==> src/rtl/sprite_path_sequencer.sv <==
// Table-driven sprite animation engine: plays a host-loaded keyframe table on
// animation ticks and drives sprite position, frame and key index to the renderer.
module sprite_path_sequencer #(
   parameter int CW = 10,
   parameter int FW = 5,
   parameter int NK = 16,
   parameter int HW = 4,
   parameter int DW = 6,
   localparam int KW = $clog2(NK)
) (
   input  logic          Clk,
   input  logic          Reset,
   input  logic          Tick,
   input  logic          Start,
   input  logic          Abort,
   input  logic          Loop,
   input  logic          Wr_En,
   input  logic [KW-1:0] Wr_Addr,
   input  logic [CW-1:0] Wr_X,
   input  logic [CW-1:0] Wr_Y,
   input  logic [DW-1:0] Wr_DX,
   input  logic [DW-1:0] Wr_DY,
   input  logic [FW-1:0] Wr_Frame,
   input  logic [HW-1:0] Wr_Hold,
   input  logic          Wr_Last,
   output logic [CW-1:0] Sprite_X,
   output logic [CW-1:0] Sprite_Y,
   output logic [FW-1:0] Frame,
   output logic [KW-1:0] Key_Idx,
   output logic          Busy,
   output logic          Done
);

   typedef struct packed {
      logic [CW-1:0] x;
      logic [CW-1:0] y;
      logic [DW-1:0] dx;
      logic [DW-1:0] dy;
      logic [FW-1:0] frame;
      logic [HW-1:0] hold;
      logic          last;
   } key_t;

   typedef enum logic [1:0] {S_IDLE, S_PLAY, S_DONE} state_t;

   state_t        state_q;
   key_t          table_q [NK];
   logic [CW-1:0] x_q, y_q;
   logic [FW-1:0] frame_q;
   logic [KW-1:0] key_q;
   logic [HW-1:0] hold_q;
   logic          loop_q, busy_q, done_q;

   key_t          curKey, nextKey, firstKey;
   logic [CW-1:0] stepX_d, stepY_d;
   logic          isLast;

   // Table is frozen during playback so a running sequence never sees a half-updated key.
   always_ff @(posedge Clk) begin
      if (Wr_En && !busy_q) begin
         table_q[Wr_Addr] <= '{x: Wr_X, y: Wr_Y, dx: Wr_DX, dy: Wr_DY,
                               frame: Wr_Frame, hold: Wr_Hold, last: Wr_Last};
      end
   end

   always_comb begin
      curKey   = table_q[key_q];
      nextKey  = table_q[key_q + KW'(1)];
      firstKey = table_q[KW'(0)];
      stepX_d  = x_q + CW'($signed(curKey.dx));
      stepY_d  = y_q + CW'($signed(curKey.dy));
      isLast   = curKey.last || (key_q == KW'(NK - 1));
   end

   // Abort beats Start beats Tick; a Tick coinciding with Start is absorbed by the load.
   always_ff @(posedge Clk or negedge Reset) begin
      if (!Reset) begin
         state_q <= S_IDLE;
         x_q     <= '0;
         y_q     <= '0;
         frame_q <= '0;
         key_q   <= '0;
         hold_q  <= '0;
         loop_q  <= 1'b0;
         busy_q  <= 1'b0;
         done_q  <= 1'b0;
      end else begin
         done_q <= 1'b0;
         if (Abort) begin
            state_q <= S_IDLE;
            busy_q  <= 1'b0;
         end else begin
            case (state_q)
               S_IDLE: begin
                  if (Start) begin
                     state_q <= S_PLAY;
                     busy_q  <= 1'b1;
                     loop_q  <= Loop;
                     key_q   <= '0;
                     x_q     <= firstKey.x;
                     y_q     <= firstKey.y;
                     frame_q <= firstKey.frame;
                     hold_q  <= firstKey.hold;
                  end
               end
               S_PLAY: begin
                  if (Tick) begin
                     if (hold_q != '0) begin
                        x_q    <= stepX_d;
                        y_q    <= stepY_d;
                        hold_q <= hold_q - HW'(1);
                     end else if (!isLast) begin
                        key_q   <= key_q + KW'(1);
                        x_q     <= nextKey.x;
                        y_q     <= nextKey.y;
                        frame_q <= nextKey.frame;
                        hold_q  <= nextKey.hold;
                     end else if (loop_q) begin
                        key_q   <= '0;
                        x_q     <= firstKey.x;
                        y_q     <= firstKey.y;
                        frame_q <= firstKey.frame;
                        hold_q  <= firstKey.hold;
                     end else begin
                        state_q <= S_DONE;
                        busy_q  <= 1'b0;
                        done_q  <= 1'b1;
                     end
                  end
               end
               S_DONE: begin
                  state_q <= S_IDLE;
               end
               default: begin
                  state_q <= S_IDLE;
                  busy_q  <= 1'b0;
               end
            endcase
         end
      end
   end

   assign Sprite_X = x_q;
   assign Sprite_Y = y_q;
   assign Frame    = frame_q;
   assign Key_Idx  = key_q;
   assign Busy     = busy_q;
   assign Done     = done_q;

endmodule

==> config.mk <==
export PLATFORM = sky130hd
export DESIGN_NAME = sprite_path_sequencer
export DESIGN_NICKNAME = d
export VERILOG_FILES = /design/src/rtl/sprite_path_sequencer.sv
export SDC_FILE = /design/constraint.sdc
export NUM_CORES = 1
export LEC_CHECK = 0
export CAP_MARGIN = 20
export CORE_MARGIN = 2
export CORE_UTILIZATION = 35
export DETAILED_ROUTE_END_ITERATION = 8
export PLACE_DENSITY = 0.58
export SLEW_MARGIN = 20
export SYNTH_ARGS = -nofsm -noshare
export SYNTH_HDL_FRONTEND = slang
export SYNTH_SLANG_ARGS = --single-unit
==> constraint.sdc <==
create_clock -name Clk -period 6.3 [get_ports Clk]
set_input_delay 1.26 -clock Clk [delete_from_list [all_inputs] [get_ports Clk]]
set_output_delay 1.26 -clock Clk [all_outputs]
set_load 0.01 [all_outputs]
# After elaboration in Yosys (flattened, before gate mapping)
# Memories as Yosys holds them, arrays and structs flattened.
# Cells that the tools add are included.
[classes]
bitwise = 1
addsub = 4
n_reduce_logical = 11
n_eq_ne = 14
mux = 52
[op_table]
columns = ["cell", "count"]
rows = [
  ["$mux W10", 10],
  ["$mux W4", 10],
  ["$pmux W10 S2", 2],
  ["$mux W5", 5],
  ["$add A10 B10 Y10", 2],
  ["$ne A3 B3 Y1 const B", 6],
  ["$pmux W4 S2", 2],
  ["$mux W1", 14],
  ["$mux W2", 6],
  ["$reduce_and A6 Y1", 2],
  ["$pmux W5 S2", 1],
  ["$reduce_and A5 Y1", 2],
  ["$ne A2 B2 Y1 const B", 4],
  ["$add A4 B1 Y4 const B", 1],
  ["$eq A4 B4 Y1 const B", 1],
  ["$ne A4 B4 Y1 const B", 1],
  ["$pmux W2 S2", 1],
  ["$reduce_bool A4 Y1", 1],
  ["$sub A4 B1 Y4 const B", 1],
  ["$pmux W1 S3", 1],
  ["$reduce_and A3 Y1", 1],
  ["$eq A2 B1 Y1 const B", 1],
  ["$eq A2 B2 Y1 const B", 1],
  ["$logic_not A2 Y1", 1],
  ["5 further kinds", 5],
]
[word_totals]
reg_bits = 38
wordCells = 92
input_bits = 53
mem_bits_rw = 672
mem_count = 1
output_inout_bits = 31
[mem_list]
columns = ["name", "depth", "word_bits", "read_ports", "rd_clocked_by_memory_dff", "wr", "line", "text"]
rows = [
  ["table_q", 16, 42, 3, 0, 1, "47", "key_t table_q [NK];"],
]

# Longest topological paths before layout
[logic_depth]
ltp_word = 7
ltp_mapped = 16
ltp_nobuf = 11

# Worst setup path before layout
# Ideal clock, no wire load.
[synth_path]
path_kind = "input to register"
startpoint = "input Wr_En"
endpoint = "memory table_q[8][0] (netlist bit), enable pin"
arrival_time_ps = 4689
setup_time_ps = 494
t_required_ps = 5806
setup_slack_ps = 1117
path_buffers = 0
stages = 3
cell_sequence = "nand2b_1 -> or3b_2 -> nor3_1"
[synth_via]
elab_chain_cells = 3
[synth_rtl]
columns = ["element", "line", "text"]
rows = [
  ["start, declared", "17", "input logic Wr_En,"],
  ["$logic_and A1 B1 Y1", "60", "if (Wr_En && !busy_q) begin"],
  ["$mux W1", "60", ""],
  ["$mux W1 (implied by the code)", "61", "table_q[Wr_Addr] <= '{x: Wr_X, y: Wr_Y, dx: Wr_DX, dy: Wr_DY,"],
  ["end, declared", "47", ""],
]
# Every way passes these cells.

# Final worst setup path
[layout_path]
startpoint = "register key_q[0] (netlist: Key_Idx[0])"
endpoint = "register hold_q[0]"
[layout_via]
elab_chain_cells = 6
elab_cells_between_ends = 10
classes_between = "add/sub: 1; eq/ne: 2; mux: 4; reduce/logical: 2; memory: 1"
[layout_rtl]
columns = ["element", "line", "text"]
rows = [
  ["start, declared", "50", "logic [KW-1:0] key_q;"],
  ["start signal, assigned", "113", "key_q <= key_q + KW'(1);"],
  ["$add A4 B1 Y4, or another cell as far along", "68", "nextKey = table_q[key_q + KW'(1)];"],
  ["$mem_v2 Z16 W42 / $logic_or A1 B1 Y1 (equally long branches)", "-", ""],
  ["$mux W4", "112", "end else if (!isLast) begin"],
  ["$mux W4", "108", "if (hold_q != '0) begin"],
  ["$mux W4", "107", "if (Tick) begin"],
  ["$pmux W4 S2", "93", "case (state_q)"],
  ["end signal, assigned", "103", "hold_q <= firstKey.hold;"],
  ["end signal, assigned", "111", "hold_q <= hold_q - HW'(1);"],
  ["end signal, assigned", "117", "hold_q <= nextKey.hold;"],
  ["end, declared", "51", "logic [HW-1:0] hold_q;"],
]
# Several ways; a longest one is shown, not always the timed one. The select of a mux whose other input is x is not followed.
# A chain may end at the register's enable or synchronous reset.

==> flow_summary.json <==
{
  "peakVddDrop_mv": 0.177,
  "grt_max_degree": 57,
  "setup_viol": 0,
  "tightest_slew_ns": 1.08,
  "synth_edf_count": 672,
  "holdBufCountCts": 0,
  "grt_antenna_before_repair": 3,
  "ys_ff_latch": 710,
  "dp_hpwl_mm": 38.6,
  "routed.top_layer": "met5",
  "cp-startpoint": "Key_Idx[0]",
  "syn-num-nets": 1394,
  "ctsLongestPathBuffers": 3,
  "die_area_um2": 83000,
  "ios": 84,
  "dieWidth_um": 288,
  "crit_buf_inv": 1,
  "fin_skew_ns": 0.0262,
  "synth_area_leaders": "edfxtp_1 (71%), mux4_2 (16%), dfrtp_1 (3.4%), nor2_1 (0.90%), ha_1 (0.89%)",
  "cts_buffers": 74,
  "hp-class": "reg2reg",
  "path_depth": 8,
  "slowest_delay_ns": 0.94,
  "drv_cap": 0,
  "via_count": 13800,
  "drc": 0,
  "cts_setup_buffers": 0,
  "async_flop_share_pct": 5.35,
  "initial_utilization_pct": 35.2,
  "drive_above_1_share_pct": 26.5,
  "yosys.area.top_type_share_pct": 71.4,
  "dr_wl_met2_mm": 31.2,
  "wirelength_mm": 67.4,
  "multi_input_area_um2": 6910,
  "drv_slew": 0,
  "fin_crit_sh_pct": 68.6,
  "grt_pass1_wl_mm": 98.3,
  "critPathMaxFanout": 38,
  "yosysTopAreaCell": "edfxtp_1",
  "avgSynthCellArea_um2": 21.4,
  "hold_viol_final": 0,
  "rsz0062_at_grt": "no",
  "ant_nets": 0,
  "ff_latch_area_um2": 21100,
  "rows": 104,
  "finalCriticalPeriod_ns": 4.32,
  "drt_iter0_drc": 1400,
  "insertion_delay_ns": 0.61,
  "ctsResizeCount": 0,
  "fillerInstances": 6999,
  "end_kind": "register",
  "p_leak_uw": 0.0101,
  "synthCells": 1319,
  "cp.required_ns": 6.80,
  "netlist_area_um2": 28300,
  "design_area_um2": 32900,
  "dr_wl_met3_mm": 4.32,
  "grt_pass1_vias": 14300,
  "num-nets-final": 1524,
  "reg2reg_slack_ns": 1.98,
  "startpoint_type": "register",
  "place_area_um2": 30500,
  "portBuffers": 83,
  "worstPathArrival_ns": 4.82,
  "r2r_start": "Key_Idx[0]",
  "wl_per_cell_um": 26.2,
  "syn_to_final_growth_pct": 16.4,
  "path_cells": "buf_4 -> mux4_2 -> mux2_2 -> o21ai_4 -> nor2_1 -> a21oi_2 -> o21ai_0 -> a22o_1",
  "outcome": "finished, final reports clean",
  "ys_warn_count": 0,
  "dr.pass1.iters": 7,
  "setup-tns-final_ns": 0,
  "routed_via_density": 5.38,
  "place_congestion": 0.834,
  "p_per_area_nw_per_um2": 326,
  "crit_end": "hold_q[0]",
  "synth.distinct_cells": 58,
  "reg2reg_to": "hold_q[0]",
  "core-area_um2": 80300,
  "worst-r2r-cell-count": 8,
  "wl_met1_mm": 30.6,
  "crit_slowest_cell": "dfrtp_4",
  "grt_overflow": 0,
  "slew_headroom_pct": 27.7,
  "die_y_um": 288,
  "synth_seq_area_share_pct": 74.8,
  "fmax_mhz": 231,
  "synth_ff_type": "edfxtp_1",
  "critPathKind": "reg2reg",
  "cts_sinks": 710,
  "path_delay_family": "compound AO/OA/AOI/OAI gates",
  "clock_tree.htree_level_count": 3,
  "clockRootBuffer": "clkbuf_16",
  "grt_use_total_pct": 16.4,
  "cts.clk_slew.worst_paths_ns": 0.06,
  "tritoncts": "yes"
}
## layout by cell type, fill, tap and decap left out, drive strengths merged, types with 7 or more instances in the layout
master,count
edfxtp,672
mux4,198
clkbuf,96
clkdlybuf4s50,82
nor2,68
o21ai,45
dfrtp,38
buf,36
nand2,33
a21oi,27
clkinv,23
mux2i,20
ha,20
inv,14
mux2,13
o22ai,11
a221oi,10
xor2,8
nor3,8
nand2b,7
a21o,7
xnor2,7
## per-stage QoR
step           utilization [%]  hold WS [ns]  total power (µW)  setup WS [ns]  instances
6_report                  41.0         0.519             10700           1.98       2570
5_1_grt                   41.0         0.543             11100           1.62       2570
4_1_cts                   41.0         0.518             10800           1.92       2569
3_5_place_dp              38.0         0.510              6520           1.93       2433
3_3_place_gp              38.0         0.496              6500           1.95       2433
2_1_floorplan                -         0.445              6090           1.12       1319
## synth_stat cells (2+ instances only)
cell type    n
a211oi_1     5
a21o_1       7
a21oi_1     26
a221oi_1     4
a221oi_2     6
a22o_1       2
a31oi_1      2
and3_1       2
buf_1        3
buf_2       22
buf_4        7
buf_6        8
clkbuf_1    24
dfrtp_1     38
edfxtp_1   672
fa_1         2
ha_1        20
inv_1        7
mux2_2      13
mux2i_1     20
mux4_2     198
nand2_1     31
nand2b_1     7
nand3_1      3
nand3b_1     2
nor2_1      68
nor2b_1      2
nor3_1       8
o211ai_1     3
o21ai_0     26
o21ai_1     18
o21bai_1     4
o22a_1       6
o22ai_1     11
o2bb2ai_1    2
o31ai_1      2
or2_2        2
or3_1        2
or3b_2       2
xnor2_1      7
xor2_1       8
## power breakdown
part / switching, µW / total, µW / internal, µW
Clock: 1810 / 4320 / 2510
Sequential: 119 / 5380 / 5270
Combinational: 544 / 1030 / 485
## sequential cells by signal (all words and copies together), names as in the netlist
signal	cells
loop_q	1
Sprite_Y	10
Sprite_X	10
Busy	1
state_q	2
Frame	5
Key_Idx	4
hold_q	4
Done	1
table_q	672
## cell families after synthesis
family	count (synthesis)	synth area share, %
AO/OA/AOI/OAI	136	3.27
XOR/XNOR	15	0.465
adder cells (fa/ha/maj)	22	1.03
buffers and inverters	71	1.35
flip-flops	710	74.8
multiplexers	231	17.0
AND/OR/NAND/NOR	134	2.09
## per-layer routing
| layer | vias up | global-route usage [%] |
|---|---|---|
| met2 | 438 | 25.3 |
| met4 | 4 | 3.74 |
| met1 | 7496 | 24.1 |
| met3 | 91 | 3.36 |
| met5 | - | 0 |
| li1 | 5799 | - |
## worst min-delay path by stage
stage	from	end	cells past startpoint	slack, ns
floorplan	loop_q	Done	1	0.45
CTS	state_q[1]	state_q[0]	1	0.52
detailed placement	state_q[1]	state_q[0]	1	0.51
global route	state_q[1]	state_q[0]	1	0.54
global placement	state_q[1]	state_q[0]	1	0.50
finish	state_q[1]	state_q[0]	1	0.52
## cell type report
| cell class | instances | area share (%) |
|---|---|---|
| Sequential cell | 710 | 64.2 |
| Multi-Input combinational cell | 538 | 21.0 |
| Clock buffer | 96 | 6.07 |
| Tap cell | 1060 | 4.03 |
| Timing Repair Buffer | 118 | 3.35 |
| Clock inverter | 40 | 1.22 |
| Inverter | 7 | 0.0799 |
| Antenna cell | 1 | 0.00761 |
Power figures use the tool's default switching activity.
